**config.mk**
```make
export PLATFORM = sky130hd
export DESIGN_NAME = int_source_conditioner
export DESIGN_NICKNAME = d
export VERILOG_FILES = /design/src/rtl/int_cond_pkg.sv /design/src/rtl/int_line_filter.sv /design/src/rtl/int_source_conditioner.sv
export SDC_FILE = /design/constraint.sdc
export NUM_CORES = 1
export LEC_CHECK = 0
export CAP_MARGIN = 20
export CORE_ASPECT_RATIO = 1.25
export CORE_MARGIN = 2
export CORE_UTILIZATION = 48
export CTS_CLUSTER_DIAMETER = 150
export DETAILED_ROUTE_END_ITERATION = 12
export GPL_TIMING_DRIVEN = 0
export PLACE_DENSITY = 0.81
export SYNTH_ARGS = -nofsm -noshare
export SYNTH_HDL_FRONTEND = slang
export SYNTH_HIERARCHICAL = 1
export SYNTH_SLANG_ARGS = --single-unit
```
**constraint.sdc**
```tcl
create_clock -name i_Clk -period 3.2 [get_ports i_Clk]
set_input_delay 0.64 -clock i_Clk [delete_from_list [all_inputs] [get_ports i_Clk]]
set_output_delay 0.64 -clock i_Clk [all_outputs]
set_load 0.005 [all_outputs]
```
**src/rtl/int_cond_pkg.sv**
```systemverilog
// Shared constants, register offsets and address decode for the interrupt source conditioner.
package int_cond_pkg;

    localparam int NUM_LINES = 4;
    localparam int FILT_W    = 8;

    localparam logic [31:0] ADDR_MODE    = 32'h0000_0000;
    localparam logic [31:0] ADDR_POL     = 32'h0000_0004;
    localparam logic [31:0] ADDR_PENDING = 32'h0000_0008;
    localparam logic [31:0] ADDR_MASK    = 32'h0000_000C;
    localparam logic [31:0] ADDR_FILTER  = 32'h0000_0010;
    localparam logic [31:0] ADDR_STATUS  = 32'h0000_0014;

    typedef enum logic [2:0] {
        REG_MODE,
        REG_POL,
        REG_PENDING,
        REG_MASK,
        REG_FILTER,
        REG_STATUS,
        REG_NONE
    } reg_sel_e;

    function automatic reg_sel_e decode_addr(input logic [31:0] addr);
        reg_sel_e sel;
        case (addr)
            ADDR_MODE:    sel = REG_MODE;
            ADDR_POL:     sel = REG_POL;
            ADDR_PENDING: sel = REG_PENDING;
            ADDR_MASK:    sel = REG_MASK;
            ADDR_FILTER:  sel = REG_FILTER;
            ADDR_STATUS:  sel = REG_STATUS;
            default:      sel = REG_NONE;
        endcase
        return sel;
    endfunction

endpackage

```
**src/rtl/int_line_filter.sv**
```systemverilog
// One interrupt line: 2-flop synchronizer, stable-count glitch filter and
// registered transition detect towards the active polarity.
module int_line_filter
    import int_cond_pkg::*;
(
    input  logic              i_Clk,
    input  logic              i_Rst,
    input  logic              i_Raw,
    input  logic [FILT_W-1:0] i_Stable,
    input  logic              i_Pol,
    output logic              o_Filtered,
    output logic              o_Event
);

    logic              sync1_q, sync2_q;
    logic              filt_q, filt_d;
    logic              filt_prev_q;
    logic [FILT_W-1:0] cnt_q, cnt_d;

    // Counter restarts after each accepted change so a fresh run is measured.
    always_comb begin
        cnt_d  = cnt_q;
        filt_d = filt_q;
        if (sync2_q == filt_q) begin
            cnt_d = '0;
        end else if (cnt_q == i_Stable) begin
            filt_d = sync2_q;
            cnt_d  = '0;
        end else if (cnt_q != {FILT_W{1'b1}}) begin
            cnt_d = cnt_q + FILT_W'(1);
        end
    end

    always_ff @(posedge i_Clk) begin
        if (i_Rst) begin
            sync1_q     <= 1'b0;
            sync2_q     <= 1'b0;
            filt_q      <= 1'b0;
            filt_prev_q <= 1'b0;
            cnt_q       <= '0;
        end else begin
            sync1_q     <= i_Raw;
            sync2_q     <= sync1_q;
            filt_q      <= filt_d;
            filt_prev_q <= filt_q;
            cnt_q       <= cnt_d;
        end
    end

    assign o_Filtered = filt_q;
    assign o_Event    = (filt_q != filt_prev_q) && (filt_q == i_Pol);

endmodule

```
**src/rtl/int_source_conditioner.sv**
```systemverilog
// Conditions raw peripheral interrupt lines into pending requests for the
// interrupt controller; holds the register file and pending/clear logic.
module int_source_conditioner
    import int_cond_pkg::*;
(
    input  logic                 i_Clk,
    input  logic                 i_Rst,
    input  logic                 i_WEnable,
    input  logic [31:0]          i_WAddr,
    input  logic [31:0]          i_WData,
    input  logic                 i_REnable,
    input  logic [31:0]          i_RAddr,
    output logic [31:0]          o_RData,
    output logic                 o_Err,
    input  logic [NUM_LINES-1:0] i_RawIrq,
    input  logic                 i_AckComplete,
    input  logic [1:0]           i_IrqNumber,
    output logic [NUM_LINES-1:0] o_IntSources
);

    logic [NUM_LINES-1:0] mode_q, mode_d, pol_q, pol_d;
    logic [NUM_LINES-1:0] pend_q, pend_d, mask_q, mask_d;
    logic [FILT_W-1:0]    filt_n_q, filt_n_d;
    logic [31:0]          rdata_q, rdata_d;
    logic                 err_q, err_d;
    logic [NUM_LINES-1:0] filtered_w, event_w, w1c_w, ack_w, cfg_chg_w;
    reg_sel_e             wr_sel, rd_sel;
    logic                 unused_wdata;

    assign unused_wdata = ^i_WData[31:FILT_W];

    generate
        for (genvar gi = 0; gi < NUM_LINES; gi++) begin : g_line
            int_line_filter u_filter (
                .i_Clk      (i_Clk),
                .i_Rst      (i_Rst),
                .i_Raw      (i_RawIrq[gi]),
                .i_Stable   (filt_n_q),
                .i_Pol      (pol_q[gi]),
                .o_Filtered (filtered_w[gi]),
                .o_Event    (event_w[gi])
            );
        end
    endgenerate

    always_comb begin
        wr_sel   = decode_addr(i_WAddr);
        rd_sel   = decode_addr(i_RAddr);
        mode_d   = mode_q;
        pol_d    = pol_q;
        mask_d   = mask_q;
        filt_n_d = filt_n_q;
        rdata_d  = rdata_q;
        err_d    = err_q;
        w1c_w    = '0;
        ack_w    = '0;
        pend_d   = pend_q;

        // A write takes the cycle; a simultaneous read is dropped.
        if (i_WEnable) begin
            err_d = 1'b0;
            case (wr_sel)
                REG_MODE:    mode_d   = i_WData[NUM_LINES-1:0];
                REG_POL:     pol_d    = i_WData[NUM_LINES-1:0];
                REG_PENDING: w1c_w    = i_WData[NUM_LINES-1:0];
                REG_MASK:    mask_d   = i_WData[NUM_LINES-1:0];
                REG_FILTER:  filt_n_d = i_WData[FILT_W-1:0];
                default:     err_d    = 1'b1;
            endcase
        end else if (i_REnable) begin
            err_d = 1'b0;
            case (rd_sel)
                REG_MODE:    rdata_d = {{(32-NUM_LINES){1'b0}}, mode_q};
                REG_POL:     rdata_d = {{(32-NUM_LINES){1'b0}}, pol_q};
                REG_PENDING: rdata_d = {{(32-NUM_LINES){1'b0}}, pend_q};
                REG_MASK:    rdata_d = {{(32-NUM_LINES){1'b0}}, mask_q};
                REG_FILTER:  rdata_d = {{(32-FILT_W){1'b0}}, filt_n_q};
                REG_STATUS:  rdata_d = {{(32-NUM_LINES){1'b0}}, filtered_w};
                default:     err_d   = 1'b1;
            endcase
        end

        if (i_AckComplete) begin
            ack_w[i_IrqNumber] = 1'b1;
        end
        cfg_chg_w = (mode_d ^ mode_q) | (pol_d ^ pol_q);

        // Reconfiguration wins, then level reload, then set-over-clear.
        for (int n = 0; n < NUM_LINES; n++) begin
            if (cfg_chg_w[n]) begin
                pend_d[n] = 1'b0;
            end else if (!mode_q[n]) begin
                pend_d[n] = (filtered_w[n] == pol_q[n]);
            end else if (event_w[n]) begin
                pend_d[n] = 1'b1;
            end else if (w1c_w[n] || ack_w[n]) begin
                pend_d[n] = 1'b0;
            end
        end
    end

    always_ff @(posedge i_Clk) begin
        if (i_Rst) begin
            mode_q   <= '0;
            pol_q    <= '0;
            pend_q   <= '0;
            mask_q   <= '0;
            filt_n_q <= '0;
            rdata_q  <= '0;
            err_q    <= 1'b0;
        end else begin
            mode_q   <= mode_d;
            pol_q    <= pol_d;
            pend_q   <= pend_d;
            mask_q   <= mask_d;
            filt_n_q <= filt_n_d;
            rdata_q  <= rdata_d;
            err_q    <= err_d;
        end
    end

    assign o_RData      = rdata_q;
    assign o_Err        = err_q;
    assign o_IntSources = pend_q & mask_q;

endmodule

```
==> metrics.yaml <==
synthesis:
  post_synth_fa_ha_maj_area_fraction_pct: 1.55
  netlist_area_um2: 4840
  yosys_most_used_dff: "dfxtp_1"
  synth_area_leaders: "dfxtp_1 (34%), xnor2_1 (7.1%), mux2i_1 (5.6%)"
  synth_top_area_share_pct: 33.5
  synth_xor_area_share_pct: 8.69
  async_flop_share_pct: 0
  synth_mux_area_share_pct: 5.82
  synthSimpleGateAreaFrac_pct: 28.0
  synth_cells: 540
  synth_edf_count: 0
  ys_seq_area_share_pct: 33.5
  synth_seq_cells: 81
  synth_cell_type_count: 56
  ys_warn_count: 6
  synth_compound_area_share_pct: 16.4
  synth_common_cells: "dfxtp_1 (81), nor2_1 (62), xnor2_1 (39), nand2_1 (30), mux2i_1 (27)"
  avgSynthCellArea_um2: 8.96
  synth_most_common_cell: "dfxtp_1"
  synth_top_cell_by_area: "dfxtp_1"
  synth_top_family_by_area: "simple AND/OR/NAND/NOR gates"
sta:
  fmax_mhz: 322
  min_period_over_period_pct: 97.1
  tightest_slew_ns: 1.05
  report.final.slew_viol_count: 0
  fin_skew_ns: 0.00648
  fin_tns_setup_ns: 0
  setup_ws_ns: 0.0939
  slew_headroom_pct: 29.7
  final-setup-viol-count: 0
  finalHoldViolCount: 0
  fin_crit_ns: 3.11
layout:
  stdcell_count: 808
  synthToLayoutAreaGrowth_pct: 33.8
  fin_area_um2: 6470
  diodes: 0
  nNetsFinal: 791
  drive_gt1_share_pct: 13.6
worst_setup_path:
  crit_type: "in2reg"
  required_ns: 3.48
  cp_max_fo: 4
  worstPathCellList: "clkdlybuf4s50_1 > nor4_4 > buf_4 > nand4_4 > or3_4 > ha_4 > or4b_4 > buf_4 > a21oi_1 > a2111o_1 > a32o_1"
  cp-start-kind: "input pin"
  timing.critical_path.buf_inv: 3
  rr_worst_depth: 6
  r2r_start: "pol_q[0]"
  cp_common_cell: "buf_4"
  r2r_setup_slack_ns: 1.42
  end_kind: "register"
  timing.rr.end: "pend_q[0]"
  cpPeakStageDelay_ns: 0.53
  crit_family: "simple AND/OR/NAND/NOR gates"
  crit_slowest_cell: "or4b_4"
  arrival_ns: 3.39
min_path:
  hold_start: "g_line[3].u_filter/sync1_q"
  hold_end: "g_line[3].u_filter/sync2_q"
  holdPathStages: 1
  hold_path_class: "reg2reg"
floorplanning:
  die-area_um2: 10900
  die_h_um: 116
  start_util_pct: 49.8
  rows: 40
  die_w_um: 93.8
  pin_count: 144
  core_area_um2: 9710
clock_tree:
  clk_pin_slew_ns: 0.06
  cts_num_sinks: 81
  numCtsBuffers: 9
  clock_path_buffers: 2
  clk_latency_ns: 0.34
  cts_tree: "built"
  cts.htree.levels: 3
  root_buffer: "clkbuf_16"
  holdBufCountCts: 0
global_routing:
  grt_pass1_vias: 4333
  grt_pass1_wl_mm: 20.2
  grt_max_degree: 24
  grt_usage_pct: 23.5
  antenna_found_initial: 0
  grt_overflow: 0
route:
  drc: 0
  antenna_left: 0
  dr.pass1.iters: 6
  wire_per_inst_um: 16.1
  via_count: 4500
  wirelength_mm: 13.0
  initialDrtViolationCount: 277
  vias_per_cell: 5.57
placed_design:
  hpwl_mm: 9.72
  routabilityCongestion: 0.895
  dp_cells: 784
  post-place-ws_ns: -0.470
  numPortBuffers: 95
  placed_area_um2: 6030
job:
  max_cap_violations: 0
run_status:
  status: "finished, final reports clean"
power:
  leakage_nw: 2.31
  peakVddDrop_v: 0.000253
  powerDensity_nw_per_um2: 363
sequential cells by signal, indices dropped and copies added (netlist names):
register	count
g_line.u_filter/sync2_q	4
o_RData	8
g_line.u_filter/cnt_q	32
mode_q	4
pend_q	4
g_line.u_filter/filt_prev_q	4
mask_q	4
g_line.u_filter/o_Filtered	4
g_line.u_filter/sync1_q	4
filt_n_q	8
o_Err	1
pol_q	4
per-stage QoR:
stage | utilization (%) | total power [mW] | hold WS, ns
final | 66.7 | 2.35 | 0.444
after global routing | 66.7 | 2.42 | 0.460
after CTS | 66.1 | 2.36 | 0.450
after detailed placement | 62.1 | 1.27 | 0.436
after global placement | 62.1 | 1.27 | 0.417
after floorplan | - | 1.13 | 0.414
how the worst max path moves through the flow:
stage           startpoint         end  slack, ns  depth (start not counted)
3_3_place_gp    i_RAddr[8]  o_RData[5]      -0.42                          9
2_1_floorplan   i_RAddr[0]  o_RData[4]       0.23                          7
3_5_place_dp    i_RAddr[8]  o_RData[6]      -0.47                          8
6_report       i_RAddr[10]  o_RData[3]       0.09                         11
4_1_cts        i_RAddr[14]  o_RData[6]       0.03                          8
5_1_grt        i_RAddr[10]  o_RData[1]      -0.02                         10
layout by cell type (no fill, tap or decap), drive strengths merged, types with 16 or more instances in the layout:
cell type	n
clkdlybuf4s50	93
dfxtp	81
nor2	66
xnor2	39
buf	35
nand2	30
o21ai	28
mux2i	27
conb	24
inv	21
nor3	19
a21oi	18
nand3	18
clkbuf	17
nor4	16
report_power, final:
| group | internal [mW] | total [mW] | leakage [nW] | switching, mW |
|---|---|---|---|---|
| clock network | 0.699 | 1.09 | 0.153 | 0.394 |
| registers | 1.02 | 1.03 | 0.656 | 0.00808 |
| logic | 0.137 | 0.227 | 1.51 | 0.0903 |
layer usage:
layer	global-route usage (%)	share of wire, %	vias up
met3	4.71	7.2	36
met5	0	0	-
li1	-	-	2179
met2	44.6	51	198
met1	23.9	38	2087
met4	13.0	4.1	0
what timing repair did:
item                       4_1_cts  5_1_grt
buffers inserted                 5        4
setup endpoints to repair        8        8
pin swaps                        8        8
resized for setup                5        6
area by class of cell:
cell class	count	area (um^2)
clock inverter	3	65.1
clock buffer	12	246
tap	126	158
fill	762	3240
buffer	31	209
inverter	21	78.8
sequential	81	1620
multi-input combinational	430	3070
timing repair buffer	104	1020
kinds of logic after synthesis:
| logic type | count (synthesis) |
|---|---|
| other | 1 |
| AOI/OAI and AO/OA | 110 |
| muxes | 28 |
| xor gates and xnor gates | 48 |
| buffers and inverters | 52 |
| adders and majority gates | 6 |
| and+or+nand+nor | 214 |
| DFF | 81 |
Note: power is estimated with default switching activity, not from simulation.
